===== config.mk =====
export PLATFORM = sky130hd
export DESIGN_NAME = bin_to_bcd_seq_flat
export DESIGN_NICKNAME = d
export VERILOG_FILES = /design/src/rtl/bin_to_bcd_seq_pkg.sv /design/src/rtl/bin_to_bcd_seq_if.sv /design/src/rtl/bin_to_bcd_seq_add3_digit.sv /design/src/rtl/bin_to_bcd_seq.sv /design/src/flat_wrapper.sv
export SDC_FILE = /design/constraint.sdc
export NUM_CORES = 1
export LEC_CHECK = 0
export ABC_AREA = 0
export BUFFER_PORTS_ARGS = -buffer_cell sky130_fd_sc_hd__buf_2
export CORE_ASPECT_RATIO = 0.6
export CORE_UTILIZATION = 40
export CTS_CLUSTER_DIAMETER = 200
export CTS_CLUSTER_SIZE = 16
export DETAILED_ROUTE_END_ITERATION = 6
export GPL_TIMING_DRIVEN = 0
export PLACE_DENSITY = 0.68
export SLEW_MARGIN = 20
export SYNTH_ARGS = -nofsm -noshare
export SYNTH_HDL_FRONTEND = slang
export SYNTH_HIERARCHICAL = 1
export SYNTH_SLANG_ARGS = --single-unit

===== constraint.sdc =====
create_clock -name clk -period 3 [get_ports clk]
set_input_delay 0.45 -clock clk [delete_from_list [all_inputs] [get_ports clk]]
set_output_delay 0.45 -clock clk [all_outputs]
set_load 0.005 [all_outputs]

===== src/rtl/bin_to_bcd_seq_pkg.sv =====
// bcd_pkg: shared state encoding, digit constants and elaboration helpers
// for the sequential binary-to-BCD converter.
package bcd_pkg;

    typedef enum logic [1:0] {
        IDLE,
        CONV,
        HOLD
    } state_t;

    localparam int DIGIT_W     = 4;
    localparam int ADD3_THRESH = 5;
    localparam int XS3_BIAS    = 3;

    // True when DIGITS decimal digits can represent every BIN_W-bit value.
    function automatic bit digits_cover(input int unsigned bin_w, input int unsigned digits);
        longint unsigned p10;
        longint unsigned max_bin;
        p10 = 1;
        for (int unsigned i = 0; i < digits; i++) begin
            p10 = p10 * 10;
        end
        max_bin = (longint'(1) << bin_w) - 1;
        return p10 > max_bin;
    endfunction

    // Excess-3 code of one BCD digit.
    function automatic logic [DIGIT_W-1:0] xs3_digit(input logic [DIGIT_W-1:0] d);
        return d + DIGIT_W'(XS3_BIAS);
    endfunction

endpackage


===== src/rtl/bin_to_bcd_seq_if.sv =====
// Handshake bundle between the converter and its upstream/downstream.
// BIN_TO_BCD_XS3_EN adds the excess-3 result bus xs3_out.
interface bin_to_bcd_seq_if #(
    parameter int BIN_W  = 8,
    parameter int DIGITS = 3
);
    logic                  in_valid;
    logic                  in_ready;
    logic [BIN_W-1:0]      in_bin;
    logic                  out_valid;
    logic                  out_ready;
    logic [4*DIGITS-1:0]   bcd_out;
    logic                  busy;
`ifdef BIN_TO_BCD_XS3_EN
    logic [4*DIGITS-1:0]   xs3_out;

    modport master (
        output in_valid, in_bin, out_ready,
        input  in_ready, out_valid, bcd_out, busy, xs3_out
    );
    modport slave (
        input  in_valid, in_bin, out_ready,
        output in_ready, out_valid, bcd_out, busy, xs3_out
    );
`else
    modport master (
        output in_valid, in_bin, out_ready,
        input  in_ready, out_valid, bcd_out, busy
    );
    modport slave (
        input  in_valid, in_bin, out_ready,
        output in_ready, out_valid, bcd_out, busy
    );
`endif
endinterface


===== src/rtl/bin_to_bcd_seq_add3_digit.sv =====
// bcd_add3_digit: double-dabble digit correction, +3 when the digit is >= 5.
module bcd_add3_digit
    import bcd_pkg::*;
(
    input  logic [DIGIT_W-1:0] digit_in,
    output logic [DIGIT_W-1:0] digit_out
);

    // Correct the digit before the shift so it carries into the next decade.
    always_comb begin
        digit_out = digit_in;
        if (digit_in >= DIGIT_W'(ADD3_THRESH)) begin
            digit_out = digit_in + DIGIT_W'(XS3_BIAS);
        end
    end

endmodule


===== src/rtl/bin_to_bcd_seq.sv =====
// bin_to_bcd_seq: one-bit-per-clock binary-to-BCD converter (double dabble)
// with valid/ready on both sides and a single conversion in flight.
// Optional macro BIN_TO_BCD_XS3_EN adds a registered excess-3 copy xs3_out.
module bin_to_bcd_seq
    import bcd_pkg::*;
#(
    parameter int BIN_W  = 8,
    parameter int DIGITS = 3
) (
    input  logic            clk,
    input  logic            rst_n,
    bin_to_bcd_seq_if.slave bus
);

    localparam int BCD_W = DIGIT_W * DIGITS;
    localparam int CNT_W = $clog2(BIN_W + 1);

    if (!digits_cover(BIN_W, DIGITS)) begin : g_bad_digits
        $error("bin_to_bcd_seq: DIGITS too small for BIN_W");
    end

    state_t             state;
    logic [BIN_W-1:0]   shreg;
    logic [BCD_W-1:0]   digits;
    logic [BCD_W-1:0]   adj;
    logic [BCD_W-1:0]   digits_next;
    logic [CNT_W-1:0]   cnt;
    logic [BCD_W-1:0]   bcd_q;
    logic               out_valid_q;

    for (genvar g = 0; g < DIGITS; g++) begin : g_add3
        bcd_add3_digit u_add3 (
            .digit_in  (digits[g*DIGIT_W +: DIGIT_W]),
            .digit_out (adj[g*DIGIT_W +: DIGIT_W])
        );
    end

    // Corrected digits shifted left by one, taking in the next binary MSB.
    assign digits_next = {adj[BCD_W-2:0], shreg[BIN_W-1]};

`ifdef BIN_TO_BCD_XS3_EN
    logic [BCD_W-1:0] xs3_next;
    logic [BCD_W-1:0] xs3_q;

    // Excess-3 view of the result that is about to be loaded.
    always_comb begin
        xs3_next = '0;
        for (int unsigned i = 0; i < DIGITS; i++) begin
            xs3_next[i*DIGIT_W +: DIGIT_W] = xs3_digit(digits_next[i*DIGIT_W +: DIGIT_W]);
        end
    end
`endif

    // Control FSM plus datapath: accept, BIN_W shift steps, hold result.
    always_ff @(posedge clk or negedge rst_n) begin
        if (!rst_n) begin
            state       <= IDLE;
            shreg       <= '0;
            digits      <= '0;
            cnt         <= '0;
            bcd_q       <= '0;
            out_valid_q <= 1'b0;
`ifdef BIN_TO_BCD_XS3_EN
            xs3_q       <= '0;
`endif
        end else begin
            case (state)
                IDLE: begin
                    if (bus.in_valid) begin
                        shreg  <= bus.in_bin;
                        digits <= '0;
                        cnt    <= '0;
                        state  <= CONV;
                    end
                end
                CONV: begin
                    digits <= digits_next;
                    shreg  <= {shreg[BIN_W-2:0], 1'b0};
                    cnt    <= cnt + 1'b1;
                    if (cnt == CNT_W'(BIN_W - 1)) begin
                        bcd_q       <= digits_next;
                        out_valid_q <= 1'b1;
                        state       <= HOLD;
`ifdef BIN_TO_BCD_XS3_EN
                        xs3_q       <= xs3_next;
`endif
                    end
                end
                HOLD: begin
                    if (bus.out_ready) begin
                        out_valid_q <= 1'b0;
                        state       <= IDLE;
                    end
                end
                default: state <= IDLE;
            endcase
        end
    end

    assign bus.in_ready  = (state == IDLE);
    assign bus.busy      = (state != IDLE);
    assign bus.out_valid = out_valid_q;
    assign bus.bcd_out   = bcd_q;
`ifdef BIN_TO_BCD_XS3_EN
    assign bus.xs3_out   = xs3_q;
`endif

endmodule


===== src/flat_wrapper.sv =====
// flat-port wrapper written by rule: the top's interface ports become plain ports
module bin_to_bcd_seq_flat import bcd_pkg::*;
#(
    parameter int BIN_W  = 8,
    parameter int DIGITS = 3
)
  (clk, rst_n, bus_in_valid, bus_in_bin, bus_out_ready, bus_in_ready, bus_out_valid, bus_bcd_out, bus_busy);
  bin_to_bcd_seq_if #(.BIN_W(BIN_W), .DIGITS(DIGITS)) bus_i ();
  input  logic clk;
  input  logic rst_n;
  input wire logic [$bits(bus_i.in_valid)-1:0] bus_in_valid;
  input wire logic [$bits(bus_i.in_bin)-1:0] bus_in_bin;
  input wire logic [$bits(bus_i.out_ready)-1:0] bus_out_ready;
  output wire logic [$bits(bus_i.in_ready)-1:0] bus_in_ready;
  output wire logic [$bits(bus_i.out_valid)-1:0] bus_out_valid;
  output wire logic [$bits(bus_i.bcd_out)-1:0] bus_bcd_out;
  output wire logic [$bits(bus_i.busy)-1:0] bus_busy;
  assign bus_i.in_valid = bus_in_valid;
  assign bus_i.in_bin = bus_in_bin;
  assign bus_i.out_ready = bus_out_ready;
  assign bus_in_ready = bus_i.in_ready;
  assign bus_out_valid = bus_i.out_valid;
  assign bus_bcd_out = bus_i.bcd_out;
  assign bus_busy = bus_i.busy;
  bin_to_bcd_seq #(.BIN_W(BIN_W), .DIGITS(DIGITS)) u_core (.clk(clk), .rst_n(rst_n), .bus(bus_i));
endmodule

==> reports/results.tsv <==
stage	metric	value	unit
run_status	status	complete, no violations	
floorplan	Initial Util	41.8	%
clock_network	Max Root-Sink Buffers	2	
floorplan	die area	5060	µm²
pwr	clock share of power	18.4	%
drt	DRC	0	
sta	worst slew pin tran	0.845	ns
worst_setup_path	crit path DAT	1.51	ns
worst_setup_path	Critical Path End Type	output port	
worst_setup_path	critical path type	flop to output port	
floorplan	core box area	4560	µm²
grt	global-route wire length before repair	6270	µm
clock_network	Hold-fix buffers, CTS	0	
sta	count of final setup violators	0	
finish	fin util	48.8	%
pwr	sequential share of power	38.7	%
finish	ant diodes	0	
finish	fillers	433	
sta	max-slew violations	0	
worst_setup_path	Worst setup SP type	flop	
clock_network	TritonCTS buffer count	5	
grt	met3 usage	4.13	%
grt	routing usage on met2	22.0	%
pwr	VDD IR max	0.423	mV
yosys	Mapped Area	1910	µm²
finish	FF/Latch Area	976	µm²
drt	Total Routed Length	3630	µm
drt	Vias/cell	5.01	
sta	Slew headroom	43.7	%
drt	wire per inst	13.5	µm
pwr	Internal	1.56	mW
yosys	syn nets	192	
clock_network	Worst-Skew Late Latency	0.28	ns
clock_network	# clock sinks	39	
sta	Tcrit/Tclk final	65.2	%
worst_hold_path	HP Class	input pin to asynchronous set/reset pin	
worst_setup_path	CP Cell Sequence	clkbuf_1, or2_2, inv_1, buf_2	
clock_network	post-CTS resize count	0	
floorplan	row count	19	
clock_network	CTS tree	done	
finish	multi-input logic area	862	µm²
pwr	Lkg Pwr	1.05	nW
worst_setup_path	Critical Path Slowest Stage Cell	dfrtp_1	
floorplan	die width	91.1	µm
yosys	Avg Cell Area, Syn	11.0	µm²
floorplan	Die Y-Extent	55.5	µm
sta	clk_skew	0.00743	ns
sta	unrepaired setup endpoints after global routing	false	
worst_setup_path	slowest stage delay, CP	0.47	ns
sta	fmax	0.511	GHz
placed_design	DPL Wire Length	2590	µm
placed_design	# port buffers	25	
pwr	PwrDens	1100	nW/µm²
worst_setup_path	crit path max fanout	10	
grt	GRT Total Usage	16.0	%
placed_design	gp weighted congestion	0.743	
yosys	YS warnings	6	
pwr	P_sw	0.898	mW
sta	Final Hold Viols	0	
finish	final net count	224	
finish	layout cells sized above 1	28.2	%
drt	detailed-route via count	1349	
flow_run	max_cap viols	0	
clock_network	CTS H-tree lvls	2	
clock_network	post-CTS setup repair buffer count	0	
drt	initial DRC count	51	
grt	met1 usage	24.5	%
drt	TritonRoute pass-1 iters	4	
finish	Area Overhead vs Synth	16.9	%
sta	Fin Setup TNS	0	ns
placed_design	dpl cells	261	
worst_setup_path	Critical Path RT	2.55	ns
grt	largest net degree at the start of global routing	40	
grt	global route hottest layer	met1	
pwr	Comb pwr share	43.0	%
floorplan	# IOs	27	
clock_network	Clock Root Buffer	clkbuf_8	
sta	Hold WS	0.266	ns
drt	DRT antenna net count	0	
finish	Layout Cells excl Fill	269	
grt	initial antenna violation count	0	
yosys	Gate Count Post-Synth	173	
grt	grt ovf	0	
pwr	Sw Share	36.6	%
grt	vias in the first global route	1275	
clock_network	Reg clk slew, reported paths	0.08	ns
sta	minimum clock period	1.96	ns
## per-layer routing
layer	part of all wire, %	wire length, µm
met1	55	2010
met2	40	1470
met3	3.7	133
met4	0.66	24
met5	0	0
## cell usage in the layout, fill, tap and decap left out, drive strengths merged, types with 4 or more instances in the layout
cell     n
ha       7
nor2b   10
nor2     4
a21oi   12
o21ai   15
inv      7
nand2b   6
buf     30
a22o    13
mux2    12
clkbuf   9
nand2   15
a22oi    8
dfrtp   39
## critical path, delay by kind of cell (launching register included)
kind,cells,cell delay [ns]
buf+inv,3,0.41
flops,1,0.47
simple gates,1,0.35
## path summary, 6_finish.rpt
kind	cells past startpoint	from	endpoint	slack, ns
max in group asynchronous	1	rst_n	u_core/bus.bcd_out[5]	2.20
setup / recovery	4	u_core/state[0]	bus_in_ready	1.04
min in group clk	3	bus_in_bin[5]	u_core/shreg[5]	0.44
setup reg to reg	4	u_core/state[1]	u_core/bus.bcd_out[7]	1.31
hold reg to reg	1	u_core/bus.out_valid	u_core/bus.out_valid	0.48
hold / removal	1	rst_n	u_core/bus.bcd_out[10]	0.27
## registers in the layout, summed over array words and instances, names as in the netlist
register,count
u_core/cnt,4
u_core/bus.bcd_out,12
u_core/bus.out_valid,1
u_core/shreg,8
u_core/state,2
u_core/digits,12
## metrics by stage
step	instance area, µm²	setup WS [ns]	power [mW]
after floorplan	1910	1.51	1.71
after global placement	2110	1.34	1.98
after detailed placement	2110	1.31	2.02
after CTS	2230	1.05	2.48
after global routing	2230	0.933	2.67
final	2230	1.04	2.45
## power groups by stage
stage | Sequential (mW) | Combinational, mW | Clock, mW
floorplan | 0.921 | 0.788 | 0
CTS | 0.949 | 1.06 | 0.463
finish | 0.949 | 1.05 | 0.450
global route | 0.984 | 1.20 | 0.483
detailed placement | 0.957 | 1.06 | 0
global placement | 0.949 | 1.03 | 0
## layout make-up
cell class	instances	area share (%)
timing repair buffer	25	5.61
buffer	8	1.91
sequential	39	43.8
multi-input combinational	119	38.7
tap	63	3.54
clock buffer	6	3.71
inverter	7	1.18
clock inverter	2	1.57
No activity file was read; power rests on OpenSTA's default activity.
